--- src/rtl/mem_loader.sv ---
// Byte-stream program loader: parses SYNC/addr/len/data/chk frames and writes the
// data bytes through a single-port memory interface, one write per two cycles.
module mem_loader #(
  parameter logic [7:0]  SYNC_BYTE      = 8'hA5,
  parameter logic [15:0] TIMEOUT_CYCLES = 16'd50000
) (
  input  logic        clk_sys,
  input  logic        reset_n,
  input  logic [7:0]  rx_data,
  input  logic        rx_valid,
  output logic        rx_ready,
  output logic        mem_en,
  output logic        mem_we,
  output logic [15:0] mem_addr,
  output logic [7:0]  mem_wdata,
  output logic        busy,
  output logic        done,
  output logic        err,
  output logic [1:0]  err_code
);

  typedef enum logic [3:0] {
    StIdle, StAddrLo, StAddrHi, StLenLo, StLenHi, StData, StWrite, StChk, StFinish
  } state_e;

  state_e      state_q;
  logic [15:0] addr_q;
  logic [15:0] rem_q;
  logic [15:0] tmo_q;
  logic [7:0]  acc_q;
  logic        xfer;
  logic        counting;
  logic        tmo_hit;
  logic        chk_bad;

  assign rx_ready = (state_q != StWrite) && (state_q != StFinish);
  assign xfer     = rx_valid && rx_ready;
  assign counting = (state_q != StIdle) && (state_q != StWrite) && (state_q != StFinish);
  assign tmo_hit  = (TIMEOUT_CYCLES != 16'd0) && counting && (tmo_q == TIMEOUT_CYCLES);
  assign chk_bad  = (rx_data != acc_q);

  always_ff @(posedge clk_sys or negedge reset_n) begin
    if (!reset_n) begin
      state_q   <= StIdle;
      addr_q    <= 16'h0000;
      rem_q     <= 16'h0000;
      tmo_q     <= 16'h0000;
      acc_q     <= 8'h00;
      mem_en    <= 1'b0;
      mem_we    <= 1'b0;
      mem_addr  <= 16'h0000;
      mem_wdata <= 8'h00;
      busy      <= 1'b0;
      done      <= 1'b0;
      err       <= 1'b0;
      err_code  <= 2'b00;
    end else begin
      done   <= 1'b0;
      mem_en <= 1'b0;
      mem_we <= 1'b0;

      if (!counting || xfer) begin
        tmo_q <= 16'h0000;
      end else begin
        tmo_q <= tmo_q + 16'd1;
      end

      unique case (state_q)
        StIdle: begin
          if (xfer && rx_data == SYNC_BYTE) begin
            state_q <= StAddrLo;
            acc_q   <= 8'h00;
            busy    <= 1'b1;
          end
        end
        StAddrLo: if (xfer) begin
          addr_q[7:0] <= rx_data;
          state_q     <= StAddrHi;
        end
        StAddrHi: if (xfer) begin
          addr_q[15:8] <= rx_data;
          state_q      <= StLenLo;
        end
        StLenLo: if (xfer) begin
          rem_q[7:0] <= rx_data;
          state_q    <= StLenHi;
        end
        StLenHi: if (xfer) begin
          rem_q[15:8] <= rx_data;
          state_q     <= ({rx_data, rem_q[7:0]} == 16'd0) ? StChk : StData;
        end
        StData: if (xfer) begin
          mem_en    <= 1'b1;
          mem_we    <= 1'b1;
          mem_addr  <= addr_q;
          mem_wdata <= rx_data;
          acc_q     <= acc_q + rx_data;
          state_q   <= StWrite;
        end
        StWrite: begin
          addr_q  <= addr_q + 16'd1;
          rem_q   <= rem_q - 16'd1;
          state_q <= (rem_q == 16'd1) ? StChk : StData;
        end
        StChk: if (xfer) begin
          done     <= 1'b1;
          err      <= chk_bad;
          err_code <= chk_bad ? 2'b01 : 2'b00;
          state_q  <= StFinish;
        end
        StFinish: begin
          busy     <= 1'b0;
          err      <= 1'b0;
          err_code <= 2'b00;
          state_q  <= StIdle;
        end
        default: state_q <= StIdle;
      endcase

      // Idle gap inside a frame: abandon it with a timeout result.
      if (tmo_hit && !xfer) begin
        done     <= 1'b1;
        err      <= 1'b1;
        err_code <= 2'b10;
        state_q  <= StFinish;
      end
    end
  end

endmodule
--- config.mk ---
export PLATFORM = sky130hd
export DESIGN_NAME = mem_loader
export DESIGN_NICKNAME = d
export VERILOG_FILES = /design/src/rtl/mem_loader.sv
export SDC_FILE = /design/constraint.sdc
export NUM_CORES = 1
export LEC_CHECK = 0
export ABC_AREA = 1
export CORE_ASPECT_RATIO = 1.75
export CORE_MARGIN = 4
export CORE_UTILIZATION = 50
export DETAILED_ROUTE_END_ITERATION = 7
export PLACE_DENSITY = 0.78
export SETUP_SLACK_MARGIN = 0.1
export SLEW_MARGIN = 20
export SYNTH_ARGS = -nofsm -noshare
export SYNTH_HDL_FRONTEND = slang
export SYNTH_SLANG_ARGS = --single-unit
export TNS_END_PERCENT = 1
--- constraint.sdc ---
create_clock -name clk_sys -period 2.54 [get_ports clk_sys]
set_input_delay 0.508 -clock clk_sys [delete_from_list [all_inputs] [get_ports clk_sys]]
set_output_delay 0.508 -clock clk_sys [all_outputs]
set_load 0.01 [all_outputs]
# Yosys cells after proc, flatten, opt, wreduce, memory -nomap -nowiden
# Index checks and enable logic that the tools add are counted.
[word_totals] reg_bits=90 latchBits=0 ram_bits=0 mem_bits_ro=0 input_bits=11 output_inout_bits=32 wordCells=107 memories=0
[op_classes] add_sub_neg=4 multipliers=0 div_mod_pow=0 magnitude_cmp=0 n_eq_ne=27 shifts=0 n_mux=33 bitwise_logic=0 n_reduce_logical=29
[ops] operator="one-hot mux 8 bit (2 select lines)" n=5
[ops] operator="adder 16 x 1 -> 16 bit (second input constant)" n=2
[ops] operator="2-to-1 mux 4 bit" n=8
[ops] operator="one-hot mux 4 bit (8 select lines)" n=1
[ops] operator="2-to-1 mux 8 bit" n=3
[ops] operator="inequality test 3 bit (second input constant)" n=7
[ops] operator="equality test 16 x 1 -> 1 bit (second input constant)" n=1
[ops] operator="equality test 16 bit (second input constant)" n=1
[ops] operator="equality test 4 x 3 -> 1 bit (second input constant)" n=4
[ops] operator="zero test 16 bit" n=1
[ops] operator="2-to-1 mux 16 bit" n=1
[ops] operator="subtractor 16 x 1 -> 16 bit (second input constant)" n=1
[ops] operator="AND reduction 2 bit" n=7
[ops] operator="inequality test 2 bit (second input constant)" n=6
[ops] operator="nonzero test 2 bit" n=6
[ops] operator="adder 8 bit" n=1
[ops] operator="equality test 4 x 2 -> 1 bit (second input constant)" n=2
[ops] operator="equality test 8 bit (second input constant)" n=1
[ops] operator="2-to-1 mux 1 bit" n=8
[ops] operator="2-to-1 mux 2 bit" n=4
[ops] operator="inequality test 8 bit" n=1
[ops] operator="logical AND 1 bit" n=7
[ops] operator="AND reduction 7 bit" n=1
[ops] operator="equality test 4 x 1 -> 1 bit (second input constant)" n=1
[ops] operator="other kinds (11)" n=13

# Logic depth before layout (Yosys ltp)
[depth] word_depth=7 depth_mapped=12

# Worst setup path before layout
# Ideal clock, no wire load.
[synth_path] kind="in2reg" startpoint="in rx_data[0]" endpoint="reg acc_q[4]" setup_ps=66 arrival_ps=1639 required_time_ps=2474 slack_ps=836 stages=9 n_path_buf=0 cell_sequence="ha_1 > fa_1 > nand2_1 > inv_1 > o21ai_0 > nand2_1 > a21oi_1 > o21ai_1 > nand2_1"
[synth_via] elab_chain_cells=4
[synth_lines] item="from (decl)" line="9" rtl="input logic [7:0] rx_data,"
[synth_lines] item="branches (longest 4 deep; another with adder 8 bit)"
[synth_lines] item="to (signal assigned)" line="97" rtl="acc_q <= acc_q + rx_data;"
[synth_lines] item="to (decl)" line="30" rtl="logic [7:0] acc_q;"
# Parallel ways; which one is timed is not known. The select of a mux whose other input is x is not followed.
# A chain may end at the register's enable or synchronous reset.

# Worst setup path in the final report
[layout_path] startpoint="reg state_q[1]" endpoint="out rx_ready"
[layout_via] elab_chain_cells=2
[layout_lines] item="from (decl)" line="26" rtl="state_e state_q;"
[layout_lines] item="from (signal assigned)" line="44" rtl="state_q <= StIdle;"
[layout_lines] item="from (signal assigned)" line="71" rtl="state_q <= StAddrLo;"
[layout_lines] item="from (signal assigned)" line="78" rtl="state_q <= StAddrHi;"
[layout_lines] item="inequality test 4 x 3 -> 1 bit / inequality test 4 bit (equally long branches)" line="36" rtl="assign rx_ready = (state_q != StWrite) && (state_q != StFinish);"
[layout_lines] item="logical AND 1 bit *" line="36"
[layout_lines] item="to (decl)" line="11" rtl="output logic rx_ready,"
# Mark *: on every way between the ends. The rest lies on a longest branch, timed or not.

==> metrics <==
status=finished, final reports clean; asr flop ratio synth=1.000; crit-path max FO=6; Pre-Repair DR Iteration Count=5; FF+latch count, synth=90; crit-path cells=inv_2 -> nor2_2 -> nand2_2 -> nand2_1 -> inv_1 -> clkdlybuf4s50_1; Power, Total=6.300 mW; post-route cell area=between 0.005 and 0.006 sq mm; worst min-delay path category=input pin to asynchronous set/reset pin; Synth area leader=dfrtp_1; CTS tree=yes; Sink Count=90; fin crit share=0.9123; row cnt=between 40 and 50; # DRC=0; Setup CP Type=flip-flop to primary output; largest net degree at the start of global routing=57; GRT Total Usage=0.2228; Worst Setup SP=state_q[1]; CTS Root Cell=clkbuf_16; MaxCap Viol Count=0; reg2reg start=state_q[1]; Area Growth Syn to Fin=15.47%; Worst slew margin=0.4440; max-slew violations=0; 1st-iter DRT viols=331; Setup TNS=0 ns; clock buffer depth=2; Die H=142.8 um; Hold Vio Cnt, Final=0; total gr overflow=0; worst slew pin tran=0.8340 ns; Num CTS Buffers=9; syn avg cell area=7.437 sq um; wirelength, routed=around 13000 um; post-DR wirelength/cell=between 10 and 15 um; Storage cell area=0.002252 sq mm; CP peak stage delay=0.50 ns; most frequent cells after synthesis=nand2_1, dfrtp_1, inv_1; initial antenna violation count=0; Top delay family on crit path=buffers and inverters; Nets=slightly below 800; WHS=0.1636 ns; post-synth top area share=0.4338; Netlist cell types=37; min Tclk post-route=between 2 and 2.5 ns; Max VDD drop=0.6083 mV; IO Count=43; crit end category=primary output; critical path depth=6; H-tree depth=3; reg2reg setup slack=0.49 ns; CP required=just over 2 ns; Post-DRT Antenna Nets=0; clk_lat worst skew=between 0.3 and 0.4 ns; RSZ-0062 raised after global routing=false; detailed placement HPWL=9809 um; fillers=between 900 and 1000; multi-input logic area=around 0.0025 sq mm; top cells by area, synth=dfrtp_1, nand2_1, inv_1; crit path max-delay cell type=dfrtp_1; Initial Util=0.5070; Synth Cell Area=0.005191 sq mm; Vias per Instance=roughly 5.5; final setup violation count=0; Setup Skew=0.007571 ns; worst flop-to-flop path endpoint=rem_q[10]; Synth Flop Type=dfrtp_1; count leader, synth=nand2_1; Port Buffers=42; post-layout util=0.5855; Post-synth EDFFs=0; DIE AREA=0.01214 sq mm; die span in x=85.03 um; worst setup path endpoint=rx_ready; Post-Syn Instances=698; layout cell share with drive strength beyond 1=0.05200; crit start category=flip-flop; Syn Nets=723; first-pass GRT wire length=between 20000 and 25000 um; area of placed instances=0.005723 sq mm; vias in the first global route=4819; share of the yosys chip area belonging to registers=0.4338; PwrDens=approximately 1100 mW/mm^2; # hold bufs at CTS=0; Synth Warn #=0; Buf+Inv Stages, Crit Path=3; n_diodes=0; f_max=431.5 MHz; Worst Reg2Reg Path Length in Cells=10; CP arrival=1.81 ns; final RePlAce weighted congestion=~0.98; core footprint=0.01024 sq mm; via count=4780; Reg clk slew, reported paths=0.06 ns; leakage power=2.856 nW
-- how the worst min path moves through the flow --
stage | depth (start not counted) | start | to | slack (ns)
4_1_cts | 1 | reset_n | mem_addr[8] | 0.19
3_5_place_dp | 2 | mem_addr[0] | mem_addr[0] | 0.47
2_1_floorplan | 0 | reset_n | acc_q[0] | 0.21
5_1_grt | 1 | reset_n | mem_addr[11] | 0.22
3_3_place_gp | 2 | mem_addr[15] | mem_addr[15] | 0.46
6_report | 1 | reset_n | mem_addr[11] | 0.16
-- layer usage --
metal	track usage	part of all wire	routed length (um)
met5	0	0	0
met4	0.1243	0.045	578
met3	0.03176	0.036	467
met2	0.4168	0.56	7195
met1	0.2337	0.36	4693
-- final cells by class --
cell class                 instances  area share
clock buffer                      14     0.04237
clock inverter                     2    0.002087
inverter                          91     0.05740
multi-input combinational        504      0.4154
sequential                        90      0.3757
tap                              127     0.02651
timing repair buffer              49     0.08057
-- layout by cell type (no fill, tap or decap), types with 12 or more instances in the layout --
cell type        Yosys  final
a21oi_1             14     14
clkdlybuf4s50_1      0     41
dfrtp_1             90     90
ha_1                13     13
inv_1               87     87
nand2_1            197    197
nand3_1             52     52
nand4_1             12     12
nor2_1              81     81
nor3_1              18     18
o211ai_1            13     13
o21ai_0             38     38
o21ai_1             19     19
-- cells by family after synthesis --
family	Yosys count	share of synthesized area
fa+ha+maj	14	0.03519
simple gates	379	0.3150
xor+xnor	11	0.01856
compound gates	100	0.1099
buf+inv	104	0.08749
flops	90	0.4338
-- worst register-to-register path: stages (launching register included) --
cell and delay, ns:
dfrtp_1 0.50, inv_2 0.06, nor2_2 0.14, nand2_2 0.11, buf_4 0.21, inv_4 0.32, nor2_1 0.14, inv_1 0.17
o21ai_0 0.12, nand2_1 0.08, o21ai_0 0.08
-- metrics by stage --
stage	worst slack, ns	std cells
after global placement	0.2683	861
after CTS	0.1565	877
after global routing	0.1275	877
after detailed placement	0.2159	861
after floorplan	0.8356	698
final	0.2227	877
-- flip-flops by register name (all words and copies together) (netlist names), 2 cells and up --
name and cells:
rem_q 16, tmo_q 16, state_q 4, mem_wdata 8, err_code 2, mem_addr 16
addr_q 16, acc_q 8
-- report_power, final --
group,internal (mW),leakage [nW],switching [mW],total (mW)
Combinational,1.11,1.57,1.52,2.63
Clock,0.690,0.127,0.525,1.21
Sequential,1.98,1.16,0.480,2.46
Total,3.78,2.86,2.52,6.30
-- timing repair --
action / in CTS / in global routing
buffers inserted: 0 / 0
endpoints found under the setup margin: 0 / 1
gates resized for setup: 0 / 1
No activity file was read; power rests on OpenSTA's default activity.
